--- src/rtl/pipeline_hazard_ctrl.sv ---
// Hazard/stall/flush controller for a 5-stage in-order pipeline: load-use stalls, memory waits, redirects.
// Optional performance counters are built only when HAZARD_PERF_CNT_EN is defined.
module pipeline_hazard_ctrl (
    input  logic        clk,
    input  logic        rst_n,
    input  logic [4:0]  id_rs1,
    input  logic [4:0]  id_rs2,
    input  logic        id_uses_rs1,
    input  logic        id_uses_rs2,
    input  logic        ex_wb_load,
    input  logic [4:0]  ex_wb_rd,
    input  logic        ex_mispredict,
    input  logic        mem_busy,
    output logic        pc_en,
    output logic        if_id_en,
    output logic        id_ex_en,
    output logic        ex_mem_en,
    output logic        if_id_flush,
    output logic        id_ex_flush,
    output logic [1:0]  ctrl_state,
    output logic [31:0] stall_cycles,
    output logic [15:0] flush_events
);

    typedef enum logic [1:0] {
        ST_RUN      = 2'd0,
        ST_LD_STALL = 2'd1,
        ST_MEM_WAIT = 2'd2,
        ST_REDIRECT = 2'd3
    } state_e;

    state_e state_q, state_d;
    logic   pending_q, pending_d;

    logic load_use;
    logic mispredict_live;
    logic apply_redirect;
    logic pc_en_core, if_id_en_core, id_ex_en_core, ex_mem_en_core;
    logic if_id_flush_core, id_ex_flush_core;

    always_comb begin
        load_use = ex_wb_load && (ex_wb_rd != 5'd0) &&
                   ((id_uses_rs1 && (id_rs1 == ex_wb_rd)) ||
                    (id_uses_rs2 && (id_rs2 == ex_wb_rd)));
    end

    // A redirect cycle leaves a bubble in EX, so any mispredict seen there is stale.
    always_comb begin
        mispredict_live = ex_mispredict && (state_q != ST_REDIRECT);
    end

    always_comb begin
        state_d          = state_q;
        pending_d        = pending_q;
        apply_redirect   = 1'b0;
        pc_en_core       = 1'b1;
        if_id_en_core    = 1'b1;
        id_ex_en_core    = 1'b1;
        ex_mem_en_core   = 1'b1;
        if_id_flush_core = 1'b0;
        id_ex_flush_core = 1'b0;
        if (mem_busy) begin
            pc_en_core     = 1'b0;
            if_id_en_core  = 1'b0;
            id_ex_en_core  = 1'b0;
            ex_mem_en_core = 1'b0;
            pending_d      = pending_q | mispredict_live;
            state_d        = ST_MEM_WAIT;
        end else if (pending_q || mispredict_live) begin
            apply_redirect   = 1'b1;
            pending_d        = 1'b0;
            if_id_en_core    = 1'b0;
            if_id_flush_core = 1'b1;
            id_ex_flush_core = 1'b1;
            state_d          = ST_REDIRECT;
        end else if (load_use && ((state_q == ST_RUN) || (state_q == ST_MEM_WAIT))) begin
            pc_en_core       = 1'b0;
            if_id_en_core    = 1'b0;
            id_ex_en_core    = 1'b0;
            id_ex_flush_core = 1'b1;
            state_d          = ST_LD_STALL;
        end else begin
            state_d = ST_RUN;
        end
    end

    // Outputs are held quiet for the whole time reset is asserted.
    always_comb begin
        pc_en       = pc_en_core       & rst_n;
        if_id_en    = if_id_en_core    & rst_n;
        id_ex_en    = id_ex_en_core    & rst_n;
        ex_mem_en   = ex_mem_en_core   & rst_n;
        if_id_flush = if_id_flush_core & rst_n;
        id_ex_flush = id_ex_flush_core & rst_n;
        ctrl_state  = state_q;
    end

    always_ff @(posedge clk or negedge rst_n) begin
        if (!rst_n) begin
            state_q   <= ST_RUN;
            pending_q <= 1'b0;
        end else begin
            state_q   <= state_d;
            pending_q <= pending_d;
        end
    end

`ifdef HAZARD_PERF_CNT_EN
    logic [31:0] stall_cycles_q, stall_cycles_d;
    logic [15:0] flush_events_q, flush_events_d;

    always_comb begin
        stall_cycles_d = stall_cycles_q;
        flush_events_d = flush_events_q;
        if (!pc_en_core && (stall_cycles_q != 32'hFFFF_FFFF)) begin
            stall_cycles_d = stall_cycles_q + 32'd1;
        end
        if (apply_redirect && (flush_events_q != 16'hFFFF)) begin
            flush_events_d = flush_events_q + 16'd1;
        end
    end

    always_ff @(posedge clk or negedge rst_n) begin
        if (!rst_n) begin
            stall_cycles_q <= 32'd0;
            flush_events_q <= 16'd0;
        end else begin
            stall_cycles_q <= stall_cycles_d;
            flush_events_q <= flush_events_d;
        end
    end

    assign stall_cycles = stall_cycles_q;
    assign flush_events = flush_events_q;
`else
    logic unused_redirect;
    assign unused_redirect = apply_redirect;
    assign stall_cycles    = 32'd0;
    assign flush_events    = 16'd0;
`endif

endmodule

--- config.mk ---
export PLATFORM = sky130hd
export DESIGN_NAME = pipeline_hazard_ctrl
export DESIGN_NICKNAME = d
export VERILOG_FILES = /design/src/rtl/pipeline_hazard_ctrl.sv
export SDC_FILE = /design/constraint.sdc
export NUM_CORES = 1
export LEC_CHECK = 0
export CAP_MARGIN = 5
export CORE_UTILIZATION = 25
export DETAILED_ROUTE_END_ITERATION = 7
export PLACE_DENSITY_LB_ADDON = 0.08
export SETUP_SLACK_MARGIN = 0.5
export SLEW_MARGIN = 10
export SYNTH_ARGS = -nofsm -noshare
export SYNTH_HDL_FRONTEND = slang
export SYNTH_SLANG_ARGS = --single-unit
export TNS_END_PERCENT = 1
--- constraint.sdc ---
create_clock -name clk -period 1.6 [get_ports clk]
set_input_delay 0.24 -clock clk [delete_from_list [all_inputs] [get_ports clk]]
set_output_delay 0.24 -clock clk [all_outputs]
set_load 0.05 [all_outputs]
==> results.sh, run 1 <==
export IMPL_status="finished with violations"
export IMPL_violations="setup timing"
export IMPL_crit_fanout=3
export IMPL_grt_pass1_vias=429
export IMPL_clkTransAtPathRegs_ps=40
export IMPL_setup_viol=4
export IMPL_track_usage=0.0909
export IMPL_synthXorXnorAreaFrac=0.130
export IMPL_powerDensity_nw_per_um2=685
export IMPL_slew_violations=0
export IMPL_yosys_area_share_simple=0.143
export IMPL_yosysSeqAreaShare=0.112
export IMPL_synth_largest_area_cell="buf_4"
export IMPL_synth_edf_count=0
export IMPL_nets=157
export IMPL_hold_violations=0
export IMPL_antenna_left=0
export IMPL_synth_warnings=0
export IMPL_overflow=0
export IMPL_start_util=0.269
export IMPL_synth_avg_cell_area_um2=7.83
export IMPL_worst_slack_ps=-115
export IMPL_row_count=18
export IMPL_placed_area_um2=1020
export IMPL_synth_compound_area_frac=0.0576
export IMPL_synth_common_cells="49 x buf_4, 10 x xnor2_1, 4 x nand2_1"
export IMPL_stdcell_count=164
export IMPL_synth_area_leaders="buf_4 55%, xnor2_1 13%, dfrtp_1 11%"
export IMPL_max_freq_mhz=583
export IMPL_worstHoldPathCells=3
export IMPL_fin_util=0.418
export IMPL_core_um2=2500
export IMPL_finalCritPeriodShare=1.07
export IMPL_grt_pass1_wl_um=1790
export IMPL_fin_skew_ps=2.50
export IMPL_synthesis_area_um2=673
export IMPL_ir_worst_vdd_mv=0.324
export IMPL_final_area_um2=1050
export IMPL_grt_max_degree=5
export IMPL_numCtsBuffers=3
export IMPL_root_buffer="clkbuf_4"
export IMPL_drive_gt1_frac=0.343
export IMPL_portBuffers=29
export IMPL_final_min_clock_period_ps=1720
export IMPL_cts_tree="done"
export IMPL_yosys_area_top_type_share=0.546
export IMPL_endpoint_kind="output port"
export IMPL_rsz0062_at_grt="true"
export IMPL_synth_top_family_by_area="buffers and inverters"
export IMPL_drc=0
export IMPL_worstSetupPathType="input pin to output port"
export IMPL_clkSinkCount=3
export IMPL_diodes=0
export IMPL_synthArstFlopShare=1.00
export IMPL_die_y_um=53.9
export IMPL_synth_ff_type="dfrtp_1"
export IMPL_dp_cells=158
export IMPL_place_gp_congestion=0.629
export IMPL_ys_ff_latch=3
export IMPL_synthAdderAreaFrac=0
export IMPL_synthMuxAreaShare=0
export IMPL_fillers=284
export IMPL_dieArea_um2=2900
export IMPL_cts_max_level=1
export IMPL_cp_arrival_ps=1480
export IMPL_dpl_hpwl_um=1120
export IMPL_setup_worst_path_start_class="input pin"
export IMPL_postSynthCellCount=86
export IMPL_crit_required_ps=1360
export IMPL_area_growth_pct=55.4
export IMPL_insertion_delay_ps=240
export IMPL_detail_route_wl_per_cell_um=7.62
export IMPL_dr_pass1_iters=2
export IMPL_pin_count=78
export IMPL_synth_distinct_cells=20
export IMPL_routed_wl_um=1250
export IMPL_ff2ff_path_depth=3
export IMPL_hold_class="input pin to flip-flop"
export IMPL_dieWidth_um=53.9
export IMPL_cts_path_max_buffers=2
export IMPL_p_leak_nw=0.535
export IMPL_antenna_found_initial=0
export IMPL_synth_most_common_cell="buf_4"
export IMPL_avgViaCountPerCell=3.26
export IMPL_drv_cap=0
export IMPL_drt_iter0_markers=3
export IMPL_vias=535
==> metrics by stage <==
stage / hold slack, ps / worst slack (ps) / TNS (ps) / power [mW]
after floorplan: -55.6 / -191 / -332 / 0.534
after global placement: 532 / -444 / -1800 / 0.584
after detailed placement: 552 / -461 / -1860 / 0.585
after CTS: 17.2 / -146 / -432 / 0.723
after global routing: 327 / -144 / -467 / 0.766
final: 307 / -115 / -323 / 0.716
==> sequential cells by signal (all words and copies together), names as in the netlist <==
register	flops
ctrl_state	2
pending_q	1
==> final timing paths <==
path / startpoint / end / slack, ps
hold / removal: mem_busy / ctrl_state[0] / 310
min in group asynchronous: rst_n / pending_q / 460
setup / recovery: ex_wb_load / id_ex_flush / -120
max in group asynchronous: rst_n / ctrl_state[0] / 1030
hold reg to reg: ctrl_state[0] / ctrl_state[0] / 710
setup reg to reg: ctrl_state[0] / ctrl_state[0] / 570
==> routing by layer <==
layer / vias up / GRT usage / share of wire
met5: - / 0 / 0
met4: 0 / 0.0526 / 0
met3: 0 / 0.0254 / 0.082
met2: 32 / 0.169 / 0.57
met1: 232 / 0.0883 / 0.34
li1: 271 / - / -
==> critical path, stage by stage <==
cell and delay (ps):
clkdlybuf4s50_1 450, or2b_4 280, nor3_1 180, a21o_1 180
buf_12 140
==> timing repair <==
action,4_1_cts,5_1_grt
setup buffers,1,0
gates resized for setup,40,2
setup endpoints to repair,7,8
hold buffers,0,1
pin swaps,16,6
hold endpoints to repair,0,3
==> cell families (layout without fill, tap and decap cells) <==
group	Yosys count	count (layout)
buffers and inverters	50	51
and+or+nand+nor	16	16
xor gates and xnor gates	10	10
other	1	48
DFF	3	3
AOI/OAI and AO/OA	6	6
==> cell type report <==
cell class / instances / area (um2) / share of cell area
Multi-Input combinational cell: 80 / 459 / 0.439
Clock buffer: 4 / 26.3 / 0.0251
Sequential cell: 3 / 77.6 / 0.0742
Timing Repair Buffer: 46 / 442 / 0.422
Tap cell: 30 / 37.5 / 0.0359
Inverter: 1 / 3.75 / 0.00359
==> power breakdown <==
part           switching, mW  total, mW  internal [mW]
combinational          0.360      0.493          0.133
clock                 0.0415      0.135         0.0936
sequential           0.00453     0.0881         0.0836
==> cells in the final DEF, fill, tap and decap left out, types with 2 or more instances in the layout <==
cell / n
clkdlybuf4s50_1: 4
clkbuf_4: 3
nand2_1: 3
buf_2: 5
dfrtp_2: 2
conb_1: 48
buf_12: 6
xnor2_1: 10
buf_4: 17
buf_6: 2
dlygate4sd2_1: 11
nor3_1: 2
nand4_1: 2
nor2_4: 3
Power figures use the tool's default switching activity.
==> run 2, diff against run 1 <==
- TNS_END_PERCENT: 1 -> 100
==> run 2 against run 1 <==
The run still ends with setup timing left. Register-to-register slack barely moved. Maximum frequency rose by 1.2%. Critical path depth did not move. Worst hold slack got worse by 23 ps. Clock-buffer cell count did not move. Non-clock buffer count fell by 4. Total power rose by 0.16%. First-iteration DRC count did not move. Global-route usage fell by 1.6 points. Die area did not move. Clock skew fell by 2.0 ps.
==> results.sh, run 2 (synthesis results as in run 1) <==
export IMPL_clkSinkCount=3
export IMPL_ir_worst_vdd_mv=0.271
export IMPL_hold_class="input pin to flip-flop"
export IMPL_status="finished with violations"
export IMPL_numCtsBuffers=3
export IMPL_dpl_hpwl_um=1030
export IMPL_clkTransAtPathRegs_ps=40
export IMPL_root_buffer="clkbuf_4"
export IMPL_p_leak_nw=0.526
export IMPL_vias=536
export IMPL_pin_count=78
export IMPL_crit_path_max_incr_delay_ps=460
export IMPL_violations="setup timing"
export IMPL_detail_route_wl_per_cell_um=7.29
export IMPL_critical_path_depth=5
export IMPL_place_gp_congestion=0.665
export IMPL_slew_violations=0
export IMPL_timing_reg2reg_setup_slack_ps=560
export IMPL_cpMaxStageDelayCell="clkdlybuf4s50_1"
export IMPL_dr_max_layer_used="met4"
export IMPL_grt_max_degree=5
export IMPL_dieArea_um2=2900
export IMPL_rr_endpoint="ctrl_state[0]"
export IMPL_cp_startpoint="ex_wb_load"
export IMPL_die_y_um=53.9
export IMPL_cts_tree="done"
export IMPL_cts_path_max_buffers=2
export IMPL_worstPathCellList="clkdlybuf4s50_1, or2b_4, nor3_2, a21o_4, buf_6"
export IMPL_setup_worst_path_start_class="input pin"
export IMPL_core_um2=2500
export IMPL_whs_ps=284
export IMPL_drive_gt1_frac=0.354
export IMPL_finalCritPeriodShare=1.06
export IMPL_grt_pass1_wl_um=1520
export IMPL_dr_pass1_iters=3
export IMPL_cts_max_level=1
export IMPL_met3_length_um=178
export IMPL_critPathBufInv=2
export IMPL_endpoint_kind="output port"
export IMPL_ff2ff_path_depth=3
export IMPL_drv_cap=0
export IMPL_dieWidth_um=53.9
export IMPL_start_util=0.269
export IMPL_track_usage=0.0753
export IMPL_layout_common_cells="48 x conb_1, 11 x dlygate4sd2_1, 11 x buf_4"
export IMPL_final_common_cell="conb_1"
export IMPL_wl_met2_um=609
export IMPL_overflow=0
export IMPL_fin_skew_ps=0.471
export IMPL_avgViaCountPerCell=3.35
export IMPL_crit_fanout=3
export IMPL_setup_viol=4
export IMPL_routed_wl_um=1170
export IMPL_nets=153
export IMPL_cp_top_family="buffers and inverters"
export IMPL_antenna_found_initial=0
export IMPL_max_freq_mhz=590
export IMPL_cp_arrival_ps=1460
export IMPL_area_growth_pct=58.0
export IMPL_row_count=18
export IMPL_rsz0062_at_grt="true"
export IMPL_worstSetupPathType="input pin to output port"
export IMPL_antenna_left=0
export IMPL_powerDensity_nw_per_um2=674
export IMPL_final_min_clock_period_ps=1700
export IMPL_grt_pass1_vias=418
export IMPL_rr_startpoint="ctrl_state[0]"
export IMPL_critical_path_endpoint="id_ex_flush"
export IMPL_drc=0
export IMPL_insertion_delay_ps=240
export IMPL_portBuffers=29
export IMPL_worst_slack_ps=-95.5
export IMPL_crit_required_ps=1360
export IMPL_hold_violations=0
export IMPL_wl_met1_um=364
export IMPL_drt_iter0_markers=3
export IMPL_fin_setup_tns_ps=-288
export IMPL_diodes=0
export IMPL_largest_register_ffs=2
export IMPL_dp_slack_ps=-489
run 2: cell types whose count changed in the layout (fill, tap and decap cells not counted), moves of 2 or more:
cell / delta
buf_12: -2
buf_2: -3
buf_4: -6
buf_6: +6
run 2: worst min-delay path by stage:
stage | slack, ps | startpoint | to | depth (start not counted)
floorplan | -60 | rst_n | ctrl_state[0] | 0
global placement | 560 | rst_n | pending_q | 2
detailed placement | 550 | rst_n | pending_q | 2
CTS | 280 | mem_busy | ctrl_state[0] | 3
global route | 290 | mem_busy | ctrl_state[0] | 3
finish | 280 | mem_busy | ctrl_state[0] | 3
run 2: per-layer routing:
layer	GRT usage	up-vias
li1	-	264
met1	0.0686	223
met2	0.138	47
met3	0.0254	2
met4	0.0526	0
met5	0	-
run 2: area by class of cell:
cell class                 instances  area [um2]
clock buffer                       4        26.3
fill                             257        1440
inverter                           1        7.51
multi-input combinational         80         488
sequential                         3        77.6
tap                               30        37.5
timing repair buffer              42         427
run 2: per-stage QoR:
stage / cells / area, um2 / power, mW / util
finish: 160 / 1060 / 0.717 / 0.425
global route: 160 / 1060 / 0.751 / 0.425
CTS: 159 / 1050 / 0.720 / 0.419
detailed placement: 153 / 985 / 0.575 / 0.394
global placement: 153 / 985 / 0.576 / 0.394
floorplan: 133 / 923 / 0.544 / -
run 2: tightest hold or removal path, cell delays in order:
cell,delay (ps)
buf_6,70
buf_4,100
o2bb2ai_1,70
run 2: power breakdown:
part	internal [mW]	switching, mW
logic	0.129	0.363
clock network	0.0937	0.0427
registers	0.0836	0.00481
total	0.307	0.411
run 2: what timing repair did:
item	CTS	global route
endpoints found under the hold margin	3	0
setup buffers	1	1
endpoints found under the setup margin	7	7
gates resized for setup	49	3
hold buffers	1	0
pin swaps	18	6
==> run 3, diff against run 2 <==
- CORE_MARGIN: default -> 2
==> run 3 against run 2 <==
The run still ends with setup timing left. Largest power group unchanged. Worst setup slack better by 1.4 ps. Worst hold slack worse by 7.8 ps. Clock power down 3%. Largest cell class unchanged. Sequential share of layout area down 0.38 points. Non-clock buffer count up 2. Clock-buffer cell count unchanged. Critical path type unchanged. Sequential power up 0.8%. Critical endpoint is now pc_en. Critical path depth unchanged. Combinational power up 4.1%.
==> results.sh, run 3 (synthesis results as in run 1) <==
export IMPL_clkTransAtPathRegs_ps=40
export IMPL_cts_path_max_buffers=2
export IMPL_fillers=278
export IMPL_crit_required_ps=1360
export IMPL_violations="setup timing"
export IMPL_grt_max_degree=5
export IMPL_dieArea_um2=3120
export IMPL_numCtsBuffers=3
export IMPL_portBuffers=29
export IMPL_antenna_found_initial=0
export IMPL_setup_worst_path_start_class="input pin"
export IMPL_largest_register_ffs=2
export IMPL_area_growth_pct=66.7
export IMPL_dieWidth_um=55.9
export IMPL_track_usage=0.0725
export IMPL_die_y_um=55.9
export IMPL_dpl_hpwl_um=1100
export IMPL_whs_ps=276
export IMPL_dp_slack_ps=-443
export IMPL_core_um2=2520
export IMPL_endpoint_kind="output port"
export IMPL_final_min_clock_period_ps=1690
export IMPL_rsz0062_at_grt="true"
export IMPL_total_power_mw=0.735
export IMPL_status="finished with violations"
export IMPL_slew_violations=0
export IMPL_critPathBufInv=2
export IMPL_fin_skew_ps=3.68
export IMPL_overflow=0
export IMPL_dr_pass1_iters=2
export IMPL_worstSetupPathType="input pin to output port"
export IMPL_worst_slack_ps=-94.2
export IMPL_crit_fanout=3
export IMPL_max_freq_mhz=590
export IMPL_grt_pass1_wl_um=1770
export IMPL_grt_pass1_vias=405
export IMPL_worstPathCellList="clkdlybuf4s50_1, or2b_4, nor2_4, a31oi_4, buf_12"
export IMPL_insertion_delay_ps=230
export IMPL_drive_gt1_frac=0.402
export IMPL_start_util=0.267
export IMPL_cts_max_level=1
export IMPL_clkSinkCount=3
export IMPL_pin_count=78
export IMPL_layout_common_cells="48 x conb_1, 10 x buf_6, 9 x buf_4"
export IMPL_cp_arrival_ps=1450
export IMPL_drv_cap=0
export IMPL_drc=0
export IMPL_final_common_cell="conb_1"
export IMPL_place_gp_congestion=0.700
export IMPL_powerDensity_nw_per_um2=655
export IMPL_ir_worst_vdd_mv=0.318
export IMPL_avgViaCountPerCell=3.26
export IMPL_finalCritPeriodShare=1.06
export IMPL_setup_viol=4
export IMPL_cp_top_family="buffers and inverters"
export IMPL_routed_wl_um=1270
export IMPL_crit_path_max_incr_delay_ps=460
export IMPL_antenna_left=0
export IMPL_root_buffer="clkbuf_4"
export IMPL_drt_iter0_markers=1
export IMPL_cpMaxStageDelayCell="clkdlybuf4s50_1"
export IMPL_hold_class="input pin to flip-flop"
export IMPL_p_leak_nw=0.546
export IMPL_nets=155
export IMPL_cts_tree="done"
export IMPL_row_count=18
export IMPL_diodes=0
export IMPL_detail_route_wl_per_cell_um=7.86
export IMPL_vias=528
export IMPL_hold_violations=0
==> run 3: cell types whose count changed in the layout (fill, tap and decap cells not counted), moves of 2 or more <==
cell / previous run / this run
buf_4: 11 / 9
clkdlybuf4s15_1: 0 / 4
buf_6: 8 / 10
xnor2_1: 10 / 7
dlygate4sd2_1: 11 / 7
xnor2_2: 0 / 3
==> run 3: tightest hold or removal path, stage by stage <==
cell	delay, ps
buf_6	70
buf_4	110
o2bb2ai_2	50
==> run 3: what timing repair did <==
action / 4_1_cts / 5_1_grt
buffers inserted: 3 / 1
setup endpoints to repair: 7 / 8
hold buffers: 1 / 0
pin swaps: 20 / 8
gates resized for setup: 50 / 13
hold endpoints to repair: 3 / 0
==> run 3: final timing paths <==
check,cells after the start,end,start,slack (ps)
worst max-delay path,5,pc_en,ex_wb_load,-90
worst min-delay path,3,ctrl_state[0],mem_busy,280
worst max register to register,3,ctrl_state[0],ctrl_state[0],510
worst min register to register,3,ctrl_state[1],pending_q,660
max in group asynchronous,3,ctrl_state[1],rst_n,1020
min in group asynchronous,3,ctrl_state[0],rst_n,470
==> run 3: per-layer routing <==
layer	wire length, um	track usage	vias to the layer above
li1	-	-	268
met1	432	0.0798	215
met2	643	0.114	43
met3	189	0.0349	2
met4	8	0.0408	0
met5	0	0	-
==> run 3: per-stage QoR <==
| step | TNS (ps) | area, um2 | instances | util |
|---|---|---|---|---|
| finish | -299 | 1120 | 162 | 0.445 |
| floorplan | -189 | 923 | 133 | - |
| detailed placement | -1740 | 997 | 153 | 0.395 |
| global route | -465 | 1120 | 162 | 0.445 |
| CTS | -432 | 1070 | 161 | 0.424 |
| global placement | -1720 | 997 | 153 | 0.395 |
==> run 3: where the power goes <==
group	internal, mW	switching [mW]	total [mW]
Combinational	0.144	0.369	0.513
Clock	0.0934	0.0389	0.132
Sequential	0.0836	0.00548	0.0891
Total	0.321	0.414	0.735
==> run 3: final cells by class <==
| cell class | count | area, um2 | share of cell area |
|---|---|---|---|
| inverter | 1 | 7.51 | 0.00669 |
| multi-input combinational | 80 | 517 | 0.460 |
| timing repair buffer | 44 | 457 | 0.407 |
| clock buffer | 4 | 26.3 | 0.0234 |
| sequential | 3 | 77.6 | 0.0691 |
| tap | 30 | 37.5 | 0.0334 |
